--- config.mk ---
export PLATFORM = sky130hd
export DESIGN_NAME = uart_tx_arbiter
export DESIGN_NICKNAME = d
export VERILOG_FILES = /design/src/rtl/uart_tx_arbiter.sv
export SDC_FILE = /design/constraint.sdc
export NUM_CORES = 1
export LEC_CHECK = 0
export CAP_MARGIN = 5
export CORE_ASPECT_RATIO = 1.4
export CORE_UTILIZATION = 25
export CTS_BUF_LIST = sky130_fd_sc_hd__clkbuf_4 sky130_fd_sc_hd__clkbuf_8
export DETAILED_ROUTE_END_ITERATION = 10
export GPL_TIMING_DRIVEN = 0
export PLACE_DENSITY = 0.44
export SYNTH_ARGS = -nofsm -noshare
export SYNTH_HDL_FRONTEND = slang
export SYNTH_SLANG_ARGS = --single-unit
--- constraint.sdc ---
create_clock -name clk -period 4.4 [get_ports clk]
set_input_delay 0.66 -clock clk [delete_from_list [all_inputs] [get_ports clk]]
set_output_delay 0.66 -clock clk [all_outputs]
set_load 0.02 [all_outputs]
--- src/rtl/uart_tx_arbiter.sv ---
// Purpose: round-robin arbiter that shares one UART transmitter between NREQ byte requesters, with a per-frame watchdog.
// Latency: a byte accepted in cycle N is launched (uart_start) in N+1; the next grant can come in the cycle after uart_tx_done.
// Backpressure: grants only while idle and the transmitter is not busy; req_ready is a one-cycle one-hot accept pulse.
module uart_tx_arbiter #(
    parameter int NREQ        = 4,
    parameter int TIMEOUT_CYC = 200000,
    localparam int IW         = (NREQ > 1) ? $clog2(NREQ) : 1,
    localparam int CW         = $clog2(TIMEOUT_CYC + 1)
) (
    input  logic              clk,
    input  logic              reset,
    input  logic [NREQ-1:0]   req_valid,
    input  logic [NREQ*8-1:0] req_data,
    output logic [NREQ-1:0]   req_ready,
    output logic              uart_start,
    output logic [7:0]        uart_tx_data,
    input  logic              uart_tx_busy,
    input  logic              uart_tx_done,
    output logic [IW-1:0]     grant_id,
    output logic              arb_busy,
    output logic              timeout_err,
    output logic [IW-1:0]     err_id
);

    typedef enum logic [1:0] {
        S_IDLE   = 2'd0,
        S_LAUNCH = 2'd1,
        S_WAIT   = 2'd2
    } state_e;

    state_e          state_q, state_d;
    logic [7:0]      data_q, data_d;
    logic [IW-1:0]   grant_q, grant_d;
    logic [IW-1:0]   last_q, last_d;
    logic [IW-1:0]   err_q, err_d;
    logic [CW-1:0]   cnt_q, cnt_d;

    logic            win_vld;
    logic [IW-1:0]   win_idx;
    logic [IW-1:0]   cand;
    logic            grant_go;
    logic            term;

    // Round-robin pick: first valid requester after the last winner, wrapping.
    always_comb begin
        win_vld = 1'b0;
        win_idx = '0;
        cand    = '0;
        for (int i = 1; i <= NREQ; i++) begin
            cand = IW'((int'(last_q) + i) % NREQ);
            if (!win_vld && req_valid[cand]) begin
                win_vld = 1'b1;
                win_idx = cand;
            end
        end
    end

    assign grant_go = (state_q == S_IDLE) && win_vld && !uart_tx_busy;
    // Watchdog terminal count; a done in the same cycle takes precedence.
    assign term     = (cnt_q == CW'(TIMEOUT_CYC - 1));

    // State register.
    always_ff @(posedge clk or negedge reset) begin
        if (!reset) state_q <= S_IDLE;
        else        state_q <= state_d;
    end

    // Next-state logic; done outside WAIT is ignored.
    always_comb begin
        state_d = state_q;
        case (state_q)
            S_IDLE:   if (grant_go) state_d = S_LAUNCH;
            S_LAUNCH: state_d = S_WAIT;
            S_WAIT:   if (uart_tx_done || term) state_d = S_IDLE;
            default:  state_d = S_IDLE;
        endcase
    end

    // Outputs decoded from state; req_ready is combinational in the grant cycle only.
    always_comb begin
        req_ready   = '0;
        uart_start  = 1'b0;
        timeout_err = 1'b0;
        arb_busy    = 1'b0;
        case (state_q)
            S_IDLE: begin
                for (int i = 0; i < NREQ; i++)
                    req_ready[i] = grant_go && (win_idx == IW'(i));
            end
            S_LAUNCH: begin
                uart_start = 1'b1;
                arb_busy   = 1'b1;
            end
            S_WAIT: begin
                arb_busy    = 1'b1;
                timeout_err = term && !uart_tx_done;
            end
            default: ;
        endcase
    end

    // Datapath next-state: byte/grant capture, watchdog counter, error index.
    always_comb begin
        data_d  = data_q;
        grant_d = grant_q;
        last_d  = last_q;
        err_d   = err_q;
        cnt_d   = cnt_q;
        case (state_q)
            S_IDLE: begin
                if (grant_go) begin
                    for (int i = 0; i < NREQ; i++)
                        if (win_idx == IW'(i)) data_d = req_data[i*8 +: 8];
                    grant_d = win_idx;
                    last_d  = win_idx;
                end
            end
            S_LAUNCH: cnt_d = '0;
            S_WAIT: begin
                if (!term) cnt_d = cnt_q + CW'(1);
                if (term && !uart_tx_done) err_d = grant_q;
            end
            default: ;
        endcase
    end

    // Datapath registers; last winner resets to NREQ-1 so requester 0 goes first.
    always_ff @(posedge clk or negedge reset) begin
        if (!reset) begin
            data_q  <= 8'h00;
            grant_q <= '0;
            last_q  <= IW'(NREQ - 1);
            err_q   <= '0;
            cnt_q   <= '0;
        end else begin
            data_q  <= data_d;
            grant_q <= grant_d;
            last_q  <= last_d;
            err_q   <= err_d;
            cnt_q   <= cnt_d;
        end
    end

    assign uart_tx_data = data_q;
    assign grant_id     = grant_q;
    assign err_id       = err_q;

endmodule
==> impl_metrics.csv, run 1 <==
group,metric,value,unit
yosys,synth.largest_area_cell,"dfrtp_1",
clocking,cts_tree,"yes",
yosys,netlist_area,2010,sq um
drt,wl,5.36,mm
global_routing,grt_pass1_vias,1961,
critical_path,cp-end-kind,"output pin",
timing,layout_setup_ws,0.854,ns
pwr,pwr-share-clk,0.213,
clocking,htree_levels,2,
place,dp_hpwl,4.11,mm
pwr,p_sw,0.509,mW
yosys,syn_avg_cell_area,9.75,sq um
yosys,synth_top_area_share,0.399,
timing,worst_pin_slew,0.811,ns
critical_path,critical-path-slowest-cell,"or4_1",
clocking,clockRootBuffer,"clkbuf_8",
timing,finalCriticalPeriod,3.55,ns
critical_path,path_cells,"clkdlybuf4s50_1 > or4_1 > nand3b_2 > or2_2 > buf_2 > nor2_1 > clkdlybuf4s50_1",
critical_path,r2r-end,"cnt_q[6]$_DFFE_PN0P_",
yosys,synthMuxAreaShare,0.121,
critical_path,rrSetupSlack,2.40,ns
timing,fin_skew,0.00391,ns
drt,ant_nets,0,
yosys,synth-async-reset-ratio,1.00,
floorplan,die_area,8410,sq um
global_routing,grt_max_degree,35,
worst_hold_path,hold_path.class,"input port to async pin",
yosys,ys.flop_type,"dfrtp_1",
final_layout,final_cell_mix,"57 x clkdlybuf4s50_1, 32 x dfrtp_1, 26 x nand2_1, 21 x mux2i_1, 17 x nand3_1",
floorplan,row_count,38,
drt,dr.pass1.iters,4,
critical_path,path_max_fanout,10,
critical_path,worst_setup_path_start_kind,"input port",
timing,fin_tns_setup,0,ns
yosys,synth_xor_area_frac,0.00872,
floorplan,die_w,77.8,um
pwr,peakVddDrop,0.171,mV
floorplan,pin_count,59,
timing,slew_violations,0,
critical_path,crit_required,3.74,ns
yosys,synth-simple-area-share,0.257,
critical_path,critPathMaxStageDelay,0.56,ns
global_routing,grt_pass1_wl,9.38,mm
pwr,p_int,0.845,mW
place,dp_slack,0.838,ns
global_routing,gr-total-overflow,0,
yosys,ys_warn_count,0,
final_layout,final_common_cell,"clkdlybuf4s50_1",
timing,rsz0062_at_grt,"no",
clocking,cts_buffer_depth,2,
timing,period_share,0.806,
clocking,cts-resized-gates,0,
final_layout,drive_above_1_share,0.125,
place,portBuffers,58,
critical_path,worstSetupPathType,"input port to output pin",
timing,finalHoldViolations,0,
yosys,synth_seq_cells,34,
flow_run,drv_cap,0,
drt,drc,0,
pwr,seqPwrFrac,0.332,
place,globalplace.congestion,0.711,
floorplan,fp.coreArea,7750,sq um
floorplan,initial_core_util,0.259,
yosys,synthCells,206,
critical_path,reg2reg_depth,7,
clocking,cts_sinks,34,
global_routing,grt_usage,0.142,
pwr,p_leak,1.20,nW
critical_path,critPathArrivalTime,2.89,ns
critical_path,crit-reg2reg-launch,"cnt_q[0]$_DFFE_PN0P_",
yosys,synth_top_family_by_area,"simple AND/OR/NAND/NOR gates",
clocking,clkTransAtPathRegs,0.07,ns
yosys,synth.area.top_cells,"dfrtp_1 40%, mux2i_1 10%, nand2_1 4.9%, nand3_1 4.2%, o221ai_1 3.5%",
final_layout,nets,315,
timing,setup_violations,0,
floorplan,die_y,108,um
timing,maxSlewHeadroom,0.459,
run_status,status,"finished, final reports clean",
global_routing,grt_antenna_before_repair,0,
timing,fmax,0.282,GHz
clocking,cts_buffers,5,
yosys,ys_seq_area_frac,0.425,
pwr,sw_frac_of_total,0.376,
drt,routed_via_density,4.83,
clocking,hold_buffers,0,
clocking,clk_latency,0.29,ns
drt,dr.first_iter.drc_count,46,
yosys,synth_compound_area_frac,0.124,
drt,drt-wirelength-per-cell,14.4,um
yosys,syn-num-nets,250,
drt,via_count,1797,
critical_path,cp_common_cell,"clkdlybuf4s50_1",
yosys,synth_fa_ha_area_frac,0.0249,
final_layout,finish.utilization,0.364,
yosys,yosysUniqueCellTypes,44,
clocking,cts_setup_buffers,0,
pwr,pwr_density_cell,480,nW/um^2
pwr,combinationalPowerShare,0.454,
final_layout,diodes,0,
final_layout,synthToLayoutAreaGrowth,40.3,%
yosys,synth_edf_count,0,
logic make-up (layout without fill, tap and decap cells):
group | after synthesis | in the layout
simple gates | 93 | 93
compound gates | 35 | 35
flops | 34 | 34
mux | 24 | 24
buf+inv | 14 | 80
fa+ha+maj | 4 | 4
xor+xnor | 2 | 2
synth_stat cells, drive strengths merged, types with 2 or more instances:
| cell | instances |
|---|---|
| nand4 | 6 |
| mux2 | 3 |
| nor2b | 4 |
| mux2i | 21 |
| dfrtp | 32 |
| o21ai | 7 |
| or3 | 5 |
| a31o | 2 |
| ha | 4 |
| nor3 | 4 |
| and2 | 3 |
| o31ai | 2 |
| and3 | 2 |
| nor4b | 2 |
| nand3 | 18 |
| or4 | 2 |
| nand2 | 26 |
| o221ai | 9 |
| dfstp | 2 |
| a21oi | 9 |
| nor2 | 10 |
| inv | 6 |
| buf | 8 |
| o211ai | 2 |
| and4 | 3 |
| nand2b | 5 |
worst max path at each step:
stage / start / to / cells past startpoint
finish: req_valid[1] / req_ready[2] / 7
global route: req_valid[1] / req_ready[2] / 7
CTS: req_valid[1] / req_ready[2] / 7
detailed placement: req_valid[1] / req_ready[2] / 7
global placement: req_valid[1] / req_ready[2] / 7
floorplan: req_valid[1] / req_ready[2] / 5
registers in the layout, indices dropped and copies added (netlist names):
| signal | flops |
|---|---|
| last_q | 2 |
| cnt_q | 18 |
| uart_tx_data | 8 |
| grant_id | 2 |
| err_id | 2 |
| state_q | 2 |
through the flow:
stage,power [mW],instances,hold WS (ns),instance area (sq um)
floorplan,0.821,206,0.364,2010
global route,1.46,372,0.521,2820
global placement,1.08,364,0.476,2720
finish,1.35,372,0.459,2820
CTS,1.38,372,0.490,2820
detailed placement,1.08,364,0.477,2710
metal layers:
metal  global-route usage  part of all wire
met5                    0                 0
met4               0.0418             0.013
met3               0.0481             0.071
met2                0.263              0.53
met1                0.152              0.39
worst max-delay path: cells and delay by family:
family	cells	cell delay, ns
buffers and inverters	3	1.23
AND/OR/NAND/NOR	4	1.00
area by class of cell:
type,instances,area [sq um]
plain buffers,8,57.6
clock buffers,5,68.8
clock inverters,3,40.0
fillers,836,4930
inverters,6,22.5
multi-input cells,158,1080
flip-flops and latches,34,853
well taps,100,125
repair buffers,58,576
power groups by stage:
stage,sequential (mW),combinational [mW],clock (mW)
6_report,0.450,0.615,0.289
5_1_grt,0.464,0.682,0.309
4_1_cts,0.450,0.630,0.298
3_5_place_dp,0.453,0.629,0
3_3_place_gp,0.451,0.632,0
2_1_floorplan,0.495,0.326,0
No activity file was read; power rests on OpenSTA's default activity.
==> run 2, diff against run 1 <==
Settings changed: PLACE_DENSITY 0.44 to 0.45.
Clock period 4.4 ns to 3 ns, I/O delays scaled along.
==> run 2 against run 1 <==
  * Flip-flop and latch count stayed put
  * Critical endpoint is now req_ready[1]
  * Critical path depth stayed put
  * Clock-buffer cell count up 1
  * Global-route usage is 0.88 points lower
  * Register-to-register slack worse by 1.4 ns
  * Largest power group unchanged
  * First-iteration DRC count up 6.5%
==> impl_metrics.csv, run 2 (synthesis gave the netlist of run 1 again) <==
group,metric,value,unit
critical_path,worst_setup_path_start_kind,"input port",
drt,routed_via_density,4.78,
timing,fmax,0.351,GHz
floorplan,row_count,38,
floorplan,pin_count,59,
timing,rsz0062_at_grt,"no",
drt,dr.first_iter.drc_count,49,
floorplan,die_y,108,um
drt,wl,5.23,mm
final_layout,nets,314,
timing,maxSlewHeadroom,0.448,
timing,slew_violations,0,
drt,via_count,1772,
flow_run,drv_cap,0,
drt,drt-wirelength-per-cell,14.1,um
clocking,cts_tree,"yes",
global_routing,gr-total-overflow,0,
critical_path,path_buf_inv,3,
final_layout,diodes,0,
timing,setup_violations,0,
timing,fin_skew,0.0129,ns
clocking,cts_sinks,34,
timing,hold_ws,0.253,ns
floorplan,die_w,77.8,um
place,globalplace.congestion,0.717,
floorplan,fp.coreArea,7750,sq um
critical_path,path_cells,"clkdlybuf4s50_1 > or4_1 > nand3b_2 > nand2b_1 > buf_2 > nor2b_1 > dlygate4sd2_1",
clocking,clockRootBuffer,"clkbuf_8",
global_routing,grt_antenna_before_repair,0,
critical_path,path_max_fanout,10,
critical_path,crit_required,2.55,ns
place,dp.cells,364,
final_layout,final_common_cell,"clkdlybuf4s50_1",
timing,finalHoldViolations,0,
global_routing,grt_usage,0.134,
critical_path,critical-path-slowest-cell,"or4_1",
floorplan,die_area,8410,sq um
clocking,clkTransAtPathRegs,0.08,ns
timing,period_share,0.950,
timing,fin_tns_setup,0,ns
critical_path,critPathMaxStageDelay,0.55,ns
global_routing,grt_pass1_vias,1879,
timing,worst_pin_slew,0.828,ns
final_layout,fin_cells,371,
clocking,htree_levels,2,
global_routing,grt_pass1_wl,8.69,mm
final_layout,drive_above_1_share,0.122,
global_routing,grt_max_degree,35,
drt,dr.pass1.iters,4,
place,portBuffers,58,
final_layout,finish.utilization,0.361,
pwr,peakVddDrop,0.310,mV
critical_path,cp-end-kind,"output pin",
final_layout,largest_reg_flops,18,
drt,drc,0,
final_layout,top_register,"cnt_q",
critical_path,cpLargestDelayFamily,"buffers and inverters",
pwr,finalPower,1.92,mW
final_layout,synthToLayoutAreaGrowth,39.4,%
final_layout,nFillCells,802,
critical_path,critPathArrivalTime,2.40,ns
clocking,cts_buffers,5,
run_status,status,"finished, final reports clean",
worst_hold_path,hold_path.class,"input port to async pin",
pwr,p_leak,1.21,nW
critical_path,worstSetupPathType,"input port to output pin",
floorplan,initial_core_util,0.259,
place,dp_hpwl,3.94,mm
clocking,cts_buffer_depth,2,
pwr,pwr_density_cell,684,nW/um^2
clocking,clk_latency,0.29,ns
final_layout,final_cell_mix,"53 x clkdlybuf4s50_1, 32 x dfrtp_1, 26 x nand2_1, 21 x mux2i_1, 17 x nand3_1",
timing,finalCriticalPeriod,2.85,ns
drt,ant_nets,0,
## run 2: per-layer routing
metal	track usage	part of all wire
met1	0.140	0.40
met2	0.252	0.54
met3	0.0473	0.067
met4	0.0323	0
met5	0	0
## run 2: report_power, final
part | internal (mW) | total [mW] | switching [mW]
clock network | 0.185 | 0.367 | 0.182
registers | 0.575 | 0.656 | 0.0810
logic | 0.416 | 0.893 | 0.477
total | 1.18 | 1.92 | 0.740
## run 2: path summary, 6_finish.rpt
| kind | start | endpoint | slack [ns] | depth (start not counted) |
|---|---|---|---|---|
| worst max-delay path | req_valid[1] | req_ready[1] | 0.15 | 7 |
| worst min-delay path | reset | cnt_q[16]$_DFFE_PN0P_ | 0.25 | 1 |
| worst max register to register | cnt_q[0]$_DFFE_PN0P_ | cnt_q[6]$_DFFE_PN0P_ | 0.96 | 7 |
| worst min register to register | uart_tx_data[4]$_DFFE_PN0P_ | uart_tx_data[4]$_DFFE_PN0P_ | 0.50 | 2 |
| max in group asynchronous | reset | err_id[1]$_DFFE_PN0P_ | 2.22 | 1 |
| min in group clk | uart_tx_data[4]$_DFFE_PN0P_ | uart_tx_data[4]$_DFFE_PN0P_ | 0.50 | 2 |
## run 2: layout make-up
type / count / area [sq um] / share of cell area
sequential: 34 / 853 / 0.305
inverter: 6 / 22.5 / 0.00804
buffer: 7 / 55.1 / 0.0197
tap: 100 / 125 / 0.0447
clock inverter: 2 / 12.5 / 0.00447
clock buffer: 6 / 82.6 / 0.0295
timing repair buffer: 58 / 574 / 0.205
multi-input combinational: 158 / 1080 / 0.384
## run 2: through the flow
| stage | setup WS, ns | instance area (sq um) |
|---|---|---|
| finish | 0.151 | 2800 |
| global placement | -0.151 | 2720 |
| global route | 0.0395 | 2800 |
| detailed placement | -0.120 | 2710 |
| floorplan | 1.01 | 2010 |
| CTS | 0.00457 | 2800 |
## run 2: what timing repair did
action	in CTS	in global routing
hold buffers	0	0
pin swaps	0	0
buffers inserted	0	0
resized for setup	4	1
endpoints found under the setup margin	4	2
